`config.mk`:
```
export PLATFORM = sky130hd
export DESIGN_NAME = uart_tx_arbiter
export DESIGN_NICKNAME = d
export VERILOG_FILES = /design/src/rtl/uart_pkg.sv /design/src/rtl/uart_frame_timer.sv /design/src/rtl/uart_tx_arbiter.sv
export SDC_FILE = /design/constraint.sdc
export NUM_CORES = 1
export LEC_CHECK = 0
export ABC_AREA = 0
export BUFFER_PORTS_ARGS = -buffer_cell sky130_fd_sc_hd__buf_2
export CORE_AREA = 2 2 69 45
export CTS_BUF_LIST = sky130_fd_sc_hd__clkbuf_16
export CTS_CLUSTER_DIAMETER = 30
export DETAILED_ROUTE_END_ITERATION = 10
export DIE_AREA = 0 0 71 47
export PLACE_DENSITY = 0.75
export SLEW_MARGIN = 20
export SYNTH_ARGS = -nofsm -noshare
export SYNTH_HDL_FRONTEND = slang
export SYNTH_SLANG_ARGS = --single-unit
```
`constraint.sdc`:
```
create_clock -name clk_in -period 2.1 [get_ports clk_in]
set_input_delay 0.21 -clock clk_in [delete_from_list [all_inputs] [get_ports clk_in]]
set_output_delay 0.21 -clock clk_in [all_outputs]
set_load 0.05 [all_outputs]
```
`src/rtl/uart_pkg.sv`:
```
// Shared UART definitions: FSM states and frame timing helper.
// Imported by uart_tx_arbiter and uart_frame_timer.
package uart_pkg;

  typedef enum logic [1:0] {
    IDLE,
    SEND,
    WAIT
  } state_e;

  function automatic int frame_cycles(
    input int clk_freq,
    input int baud,
    input int frame_bits
  );
    return (clk_freq / baud) * frame_bits;
  endfunction

endpackage

```
`src/rtl/uart_frame_timer.sv`:
```
// Frame down-counter: load on SEND, done when it reaches zero.
// Loaded with CYCLES-2 so WAIT spans CYCLES-1 cycles.
module uart_frame_timer
  import uart_pkg::*;
#(
  parameter int unsigned CYCLES = 110
) (
  input  logic clk_i,
  input  logic rst_i,
  input  logic load_i,
  output logic done_o
);

  localparam int unsigned W = (CYCLES > 1) ? $clog2(CYCLES) : 1;

  logic [W-1:0] cnt_q, cnt_d;

  // Next count: reload, else count down to zero and hold.
  always_comb begin
    cnt_d = cnt_q;
    if (load_i) begin
      cnt_d = W'(CYCLES - 2);
    end else if (cnt_q != '0) begin
      cnt_d = cnt_q - 1'b1;
    end
  end

  // Counter register.
  always_ff @(posedge clk_i) begin
    if (rst_i) begin
      cnt_q <= '0;
    end else begin
      cnt_q <= cnt_d;
    end
  end

  assign done_o = (cnt_q == '0);

endmodule

```
`src/rtl/uart_tx_arbiter.sv`:
```
// Shares one UART TX path between NUM_REQ byte requesters.
// UART_TX_ARB_RR_EN selects round-robin; default is fixed priority.
module uart_tx_arbiter
  import uart_pkg::*;
#(
  parameter int NUM_REQ    = 2,
  parameter int CLK_FREQ   = 50_000_000,
  parameter int BAUD       = 115200,
  parameter int FRAME_BITS = 11,
  localparam int IDW       = $clog2(NUM_REQ)
) (
  input  logic                   clk_in,
  input  logic                   rst_in,
  input  logic [NUM_REQ-1:0]     req_valid,
  input  logic [8*NUM_REQ-1:0]   req_data,
  output logic [NUM_REQ-1:0]     req_ready,
  output logic [7:0]             uart_tx_data,
  output logic                   uart_tx_enable,
  output logic                   busy,
  output logic [IDW-1:0]         grant_id
);

  localparam int FRAME_CYCLES =
    frame_cycles(CLK_FREQ, BAUD, FRAME_BITS);

  state_e         state_q, state_d;
  logic [7:0]     data_q, data_d;
  logic [IDW-1:0] gid_q, gid_d;
  logic [IDW-1:0] win;
  logic           any;
  logic           accept;
  logic           load;
  logic           done;

`ifdef UART_TX_ARB_RR_EN
  logic [IDW-1:0] ptr_q, ptr_d;
  int             rr_idx;

  // Round-robin search starting just after the last winner.
  always_comb begin
    win    = '0;
    any    = 1'b0;
    rr_idx = 0;
    for (int k = 0; k < NUM_REQ; k++) begin
      rr_idx = (int'(ptr_q) + 1 + k) % NUM_REQ;
      if (!any && req_valid[rr_idx]) begin
        any = 1'b1;
        win = IDW'(rr_idx);
      end
    end
    ptr_d = accept ? win : ptr_q;
  end

  // Pointer register; reset so index 0 is searched first.
  always_ff @(posedge clk_in) begin
    if (rst_in) begin
      ptr_q <= IDW'(NUM_REQ - 1);
    end else begin
      ptr_q <= ptr_d;
    end
  end
`else
  // Fixed priority: lowest valid index wins.
  always_comb begin
    win = '0;
    any = 1'b0;
    for (int k = 0; k < NUM_REQ; k++) begin
      if (!any && req_valid[k]) begin
        any = 1'b1;
        win = IDW'(k);
      end
    end
  end
`endif

  assign accept = (state_q == IDLE) && any && !rst_in;

  // Next state and handshake outputs.
  always_comb begin
    state_d        = state_q;
    data_d         = data_q;
    gid_d          = gid_q;
    req_ready      = '0;
    uart_tx_enable = 1'b0;
    load           = 1'b0;
    unique case (state_q)
      IDLE: begin
        if (accept) begin
          req_ready = NUM_REQ'(1) << win;
          data_d    = req_data[8*int'(win) +: 8];
          gid_d     = win;
          state_d   = SEND;
        end
      end
      SEND: begin
        uart_tx_enable = !rst_in;
        load           = 1'b1;
        state_d        = WAIT;
      end
      WAIT: begin
        if (done) begin
          state_d = IDLE;
        end
      end
      default: state_d = IDLE;
    endcase
  end

  // State, latched byte and grant registers.
  always_ff @(posedge clk_in) begin
    if (rst_in) begin
      state_q <= IDLE;
      data_q  <= '0;
      gid_q   <= '0;
    end else begin
      state_q <= state_d;
      data_q  <= data_d;
      gid_q   <= gid_d;
    end
  end

  uart_frame_timer #(
    .CYCLES(FRAME_CYCLES)
  ) u_timer (
    .clk_i (clk_in),
    .rst_i (rst_in),
    .load_i(load),
    .done_o(done)
  );

  assign busy         = (state_q != IDLE);
  assign uart_tx_data = data_q;
  assign grant_id     = gid_q;

endmodule

```
# Word level (Yosys, flattened, before mapping)
# Index checks and enable logic that the tools add are counted.
# totals
register_bits,24
in_bits,20
wordCells,37
# op_classes
add_sub_neg,1
eq_ne,4
n_shift,2
mux,12
n_reduce_logical,13
# ops
operator,count
13-bit 2-to-1 mux,2
16-bit by 5-bit indexed part select with 8-bit output,1
13-bit zero test,1
13-bit nonzero test,1
"13-bit by 1-bit subtractor with 13-bit output, second input constant",1
2-bit 2-to-1 mux,4
2-bit one-hot mux with 3 select lines,1
1-bit 2-to-1 mux,5
"2-bit inequality test, second input constant",2
2-bit AND reduction,2
2-bit nonzero test,2
1-bit logical AND,3
"2-bit by 1-bit equality test with 1-bit output, second input constant",1
"2-bit equality test, second input constant",1
1-bit zero test,2
2-bit zero test,1
2-bit OR reduction,1
"1-bit by 1-bit left shift with 2-bit output, first input constant",1

# Logic depth before layout (Yosys ltp)
# depth
ltp_word,8
mapped_depth,6
depth_no_buf,6

# Modules after synthesis
# A second synthesis with hierarchy kept.
# hier_totals
cells_unflattened,127
area_unflattened_um2,1148.6
# by_module_without_submodules
module,instances,cells_per_inst,area_per_inst_um2
uart_frame_timer,1,80,671.9
uart_tx_arbiter,1,47,476.7

# Least setup slack after synthesis
# No wires, ideal clock.
# synth_timing
path_type,register -> register
startpoint,reg u_timer.cnt_q[8]
endpoint,reg u_timer.cnt_q[1]
arrival_ns,1.792
path_slack_ns,0.243
stages_incl_launch_ff,6
path_buffers,1
synth_period_minus_slack_ns,1.857
cell_sequence,dfxtp_1 > or4_1 > buf_4 > nor4b_4 > mux2_1 > nor2_1
# synth_via
elab_chain_cells,1
# synth_rtl
item,line_no,rtl
start: declaration,uart_frame_timer.sv:16,"logic [W-1:0] cnt_q, cnt_d;"
start signal: assignment,uart_frame_timer.sv:33,cnt_q <= cnt_d;
13-bit nonzero test,uart_frame_timer.sv:23,end else if (cnt_q != '0) begin
# No other way between the ends.
# A chain may end at the register's enable or synchronous reset.

# Final worst setup path
# layout_timing
startpoint,reg u_timer.cnt_q[0]
endpoint,reg u_timer.cnt_q[6]
# layout_via
elab_chain_cells,1
elab_cells_between_ends,2
classes_between,add/sub (1); reduce/logical (1)
# layout_rtl
item,line_no
13-bit by 1-bit subtractor with 13-bit output / 13-bit nonzero test (equally long branches),"uart_frame_timer.sv:24, uart_frame_timer.sv:23"
# Parallel ways exist; a longest one is shown, timed or not.

==> impl_summary.txt <==
----------------------------------------------------
[Timing]
  Unrepaired setup endpoints after global routing ... no
  Final slew viol count ... 0
  Final Hold Vio Count ... 0
  F_max ... 505 MHz
  Max Clock Skew ... 0.00181 ns
  Worst Max-Slew Pin Slew ... 0.486 ns
  Shortest period the worst path allows ... 1.98 ns
  Slew HR ... 0.674
  Final setup violation count ... 0
  Share of the cycle needed by the critical path after routing ... 0.944
  Total Neg Setup Slack ... 0 ns

[Route]
  Routed length on met1 ... 1220 µm
  Number of nets with antenna violations after routing ... 0
  Via count ... just over 1000
  Routed length on met3 ... between 70 and 80 µm
  Met2 wire len ... ~1100 µm
  Total wire length ... 2450 µm
  Number of detailed-routing iterations run before antenna repair ... 6
  Mean number of vias per cell ... 5.32
  Initial drt markers ... 50
  Uppermost metal layer occupied by signal nets ... met4
  Post-detailed-route DRC marker count ... 0
  Wirelength per Cell ... 13.0 µm

[Yosys]
  Share of the synthesized area in the top cell type ... 0.418
  Cell area after synthesis ... 1150 µm²
  Post-synthesis cell count ... 126
  Distinct cells, synth ... 40
  Largest cells by area after synthesis ... sky130_fd_sc_hd__dfxtp_1, sky130_fd_sc_hd__a21oi_1, sky130_fd_sc_hd__a22oi_1
  Area fraction in compound gates after synthesis ... 0.225
  Syn nets ... 148
  Post-Synth Adder-Cell Area ... 0.0218
  Largest family of logic cells by synthesized area ... simple AND/OR/NAND/NOR gates
  Multiplexer share of the synthesized area ... 0.0283
  Most used standard cell by instance count after synthesis ... sky130_fd_sc_hd__dfxtp_1
  EDFF count, synth ... 0
  Flops & latches, synth ... 24
  Share of synthesized area occupied by flip-flops and latches ... 0.418
  Area fraction in and, or, nand and nor cells after synthesis ... 0.242
  Cell accounting for the most synthesized area ... sky130_fd_sc_hd__dfxtp_1
  Share of synthesized flip-flops with an asynchronous set or reset ... 0
  Post-Synth XOR/XNOR Area ... 0.0152
  Primary FF master, synth ... sky130_fd_sc_hd__dfxtp_1
  Top cells by instance count after synthesis ... sky130_fd_sc_hd__dfxtp_1, sky130_fd_sc_hd__a21oi_1, sky130_fd_sc_hd__nor2_1
  Ys Warns ... 0
  Mean Syn Cell Area ... 9.13 µm²

[Floorplan]
  Die Span Y ... 47 µm
  Core Area ... ~2700 µm²
  Initial Utilization ... 0.423
  Top-level port count ... 33
  Standard-cell row count ... 15
  Floorplan die area ... 3340 µm²
  Overall die width ... 71 µm

[Clocking]
  Clock transition at path regs ... 0.06 ns
  H-tree level count ... 1
  Number of buffers inserted by hold repair at cts ... 0
  Longest Clk Path Bufs ... 2
  Number of clock buffers inserted by TritonCTS ... 3
  Number of sinks handled by clock tree synthesis ... 24
  CTS Root Buffer Type ... sky130_fd_sc_hd__clkbuf_16
  Clk Latency, worst-skew pair ... around 0.25 ns
  TritonCTS clock tree ... done

[Finish]
  Growth of design area from synthesis to finish ... 22.0%
  Fillers ... 248
  Sequential cell area ... between 400 and 500 µm²
  Nets ... 179
  Cell area after layout ... 1400 µm²
  Count of antenna diodes in the layout ... 0
  Multi-input logic area ... between 600 and 700 µm²
  Share of cells above drive strength 1 ... 0.297

[Power and ir drop]
  Maximum vdd ir drop ... 0.000738 V
  Pwr Density ... 1550 nW/µm²
  Static Leakage ... 0.590 nW

[Min path]
  Worst Hold Class ... primary input to register

[Worst setup path]
  Kind of critical path ... register to register
  Crit. End Element ... register
  Critical path's most frequent cell ... sky130_fd_sc_hd__or3_1
  Data arrival at the endpoint of the critical path ... 2.16 ns
  Startpoint type of the worst setup path ... register
  Worst-path fanout max ... 5
  Cell type of the slowest stage on the worst timing path ... sky130_fd_sc_hd__or3b_2
  Data required time at the worst endpoint ... between 2 and 2.5 ns
  Largest incremental delay on the critical path ... 0.51 ns
  Series of cell instances along the critical path ... inv_1 -> ha_2 -> or3b_2 -> or3_1 -> or3_1 -> a21oi_1

[Place]
  Gp weighted congestion ... 0.819
  Post-placement cell area ... approximately 1300 µm²
  HPWL after detailed placement ... roughly 1900 µm
  Buffers on Ports ... 32

[Global route]
  Antenna violations before repair ... 0
  Pin count of the biggest net entering global routing ... 21
  Via count of the first global-routing pass ... 860
  Global route overflow ... 0
  Global-route wire length before repair ... 3990 µm
  Aggregate global-route resource usage ... 0.153

[Job]
  Total of max-cap violations ... 0

[Run status]
  Run status ... finished, final reports clean

----------------------------------------------------
==> through the flow <==
stage / power [mW] / std cells / utilization / hold WS, ns / setup WS [ns]
2_1_floorplan: 1.59 / 126 / - / 0.307 / 0.243
4_1_cts: 2.15 / 188 / 0.512 / 0.194 / 0.102
5_1_grt: 2.34 / 189 / 0.515 / 0.212 / 0.00512
3_3_place_gp: 1.70 / 185 / 0.484 / 0.440 / 0.162
3_5_place_dp: 1.75 / 185 / 0.484 / 0.461 / 0.114
6_report: 2.17 / 189 / 0.515 / 0.198 / 0.118
==> logic make-up after synthesis <==
family | count (synthesis)
and+or+nand+nor | 46
muxes | 3
DFF | 24
buffers and inverters | 12
xor gates and xnor gates | 2
adders and majority gates | 2
AOI/OAI and AO/OA | 37
==> path summary, 6_finish.rpt <==
check	start	to	slack [ns]	cells past startpoint
setup / recovery	u_timer.cnt_q[0]	u_timer.cnt_q[6]	0.12	6
hold / removal	req_data[5]	uart_tx_data[5]	0.20	3
setup reg to reg	u_timer.cnt_q[0]	u_timer.cnt_q[6]	0.12	6
hold reg to reg	u_timer.cnt_q[11]	u_timer.cnt_q[11]	0.48	2
==> worst max-delay path: cells and delay by family, from the launching register on <==
family	cells	cell delay (ns)
and+or+nand+nor	3	1.15
DFF	1	0.31
adders and majority gates	1	0.21
AOI/OAI and AO/OA	1	0.13
buffers and inverters	1	0.11
==> state kept, by name, indices dropped and copies added, names as in the netlist <==
register and flops:
uart_tx_data 8, grant_id 1, state_q 2, u_timer.cnt_q 13
==> power by group <==
part | internal [mW] | switching, mW
Combinational | 0.456 | 0.596
Sequential | 0.589 | 0.139
Clock | 0.251 | 0.142
Total | 1.30 | 0.877
==> cell type report <==
type / count / area share
multi-input combinational: 90 / 0.438
sequential: 24 / 0.343
timing repair buffer: 34 / 0.125
clock buffer: 3 / 0.0535
tap: 34 / 0.0303
inverter: 4 / 0.0107
==> repair_timing <==
item | CTS | global route
setup endpoints to repair | 0 | 4
buffers inserted | 0 | 1
resized for setup | 0 | 1
==> metal layers <==
metal  GRT usage  up-vias
li1            -      530
met1       0.213      454
met2       0.247       20
met3      0.0300        2
met4      0.0453        0
met5           0        -
==> layout by cell type (no fill, tap or decap), types with 2 or more instances in the layout <==
cell,count
sky130_fd_sc_hd__buf_2,32
sky130_fd_sc_hd__dfxtp_1,24
sky130_fd_sc_hd__nor2_1,11
sky130_fd_sc_hd__a21oi_1,11
sky130_fd_sc_hd__nand2_1,7
sky130_fd_sc_hd__or3_1,6
sky130_fd_sc_hd__a22oi_1,6
sky130_fd_sc_hd__inv_1,4
sky130_fd_sc_hd__nand2b_1,4
sky130_fd_sc_hd__a31oi_1,4
sky130_fd_sc_hd__or4_1,3
sky130_fd_sc_hd__o31ai_1,3
sky130_fd_sc_hd__nor4_1,3
sky130_fd_sc_hd__o21ai_0,3
sky130_fd_sc_hd__o21ai_1,3
sky130_fd_sc_hd__clkbuf_16,3
sky130_fd_sc_hd__nor3_1,2
sky130_fd_sc_hd__or3b_2,2
sky130_fd_sc_hd__nor2b_1,2
sky130_fd_sc_hd__a222oi_1,2
sky130_fd_sc_hd__buf_4,2
Note: power is estimated with default switching activity, not from simulation.
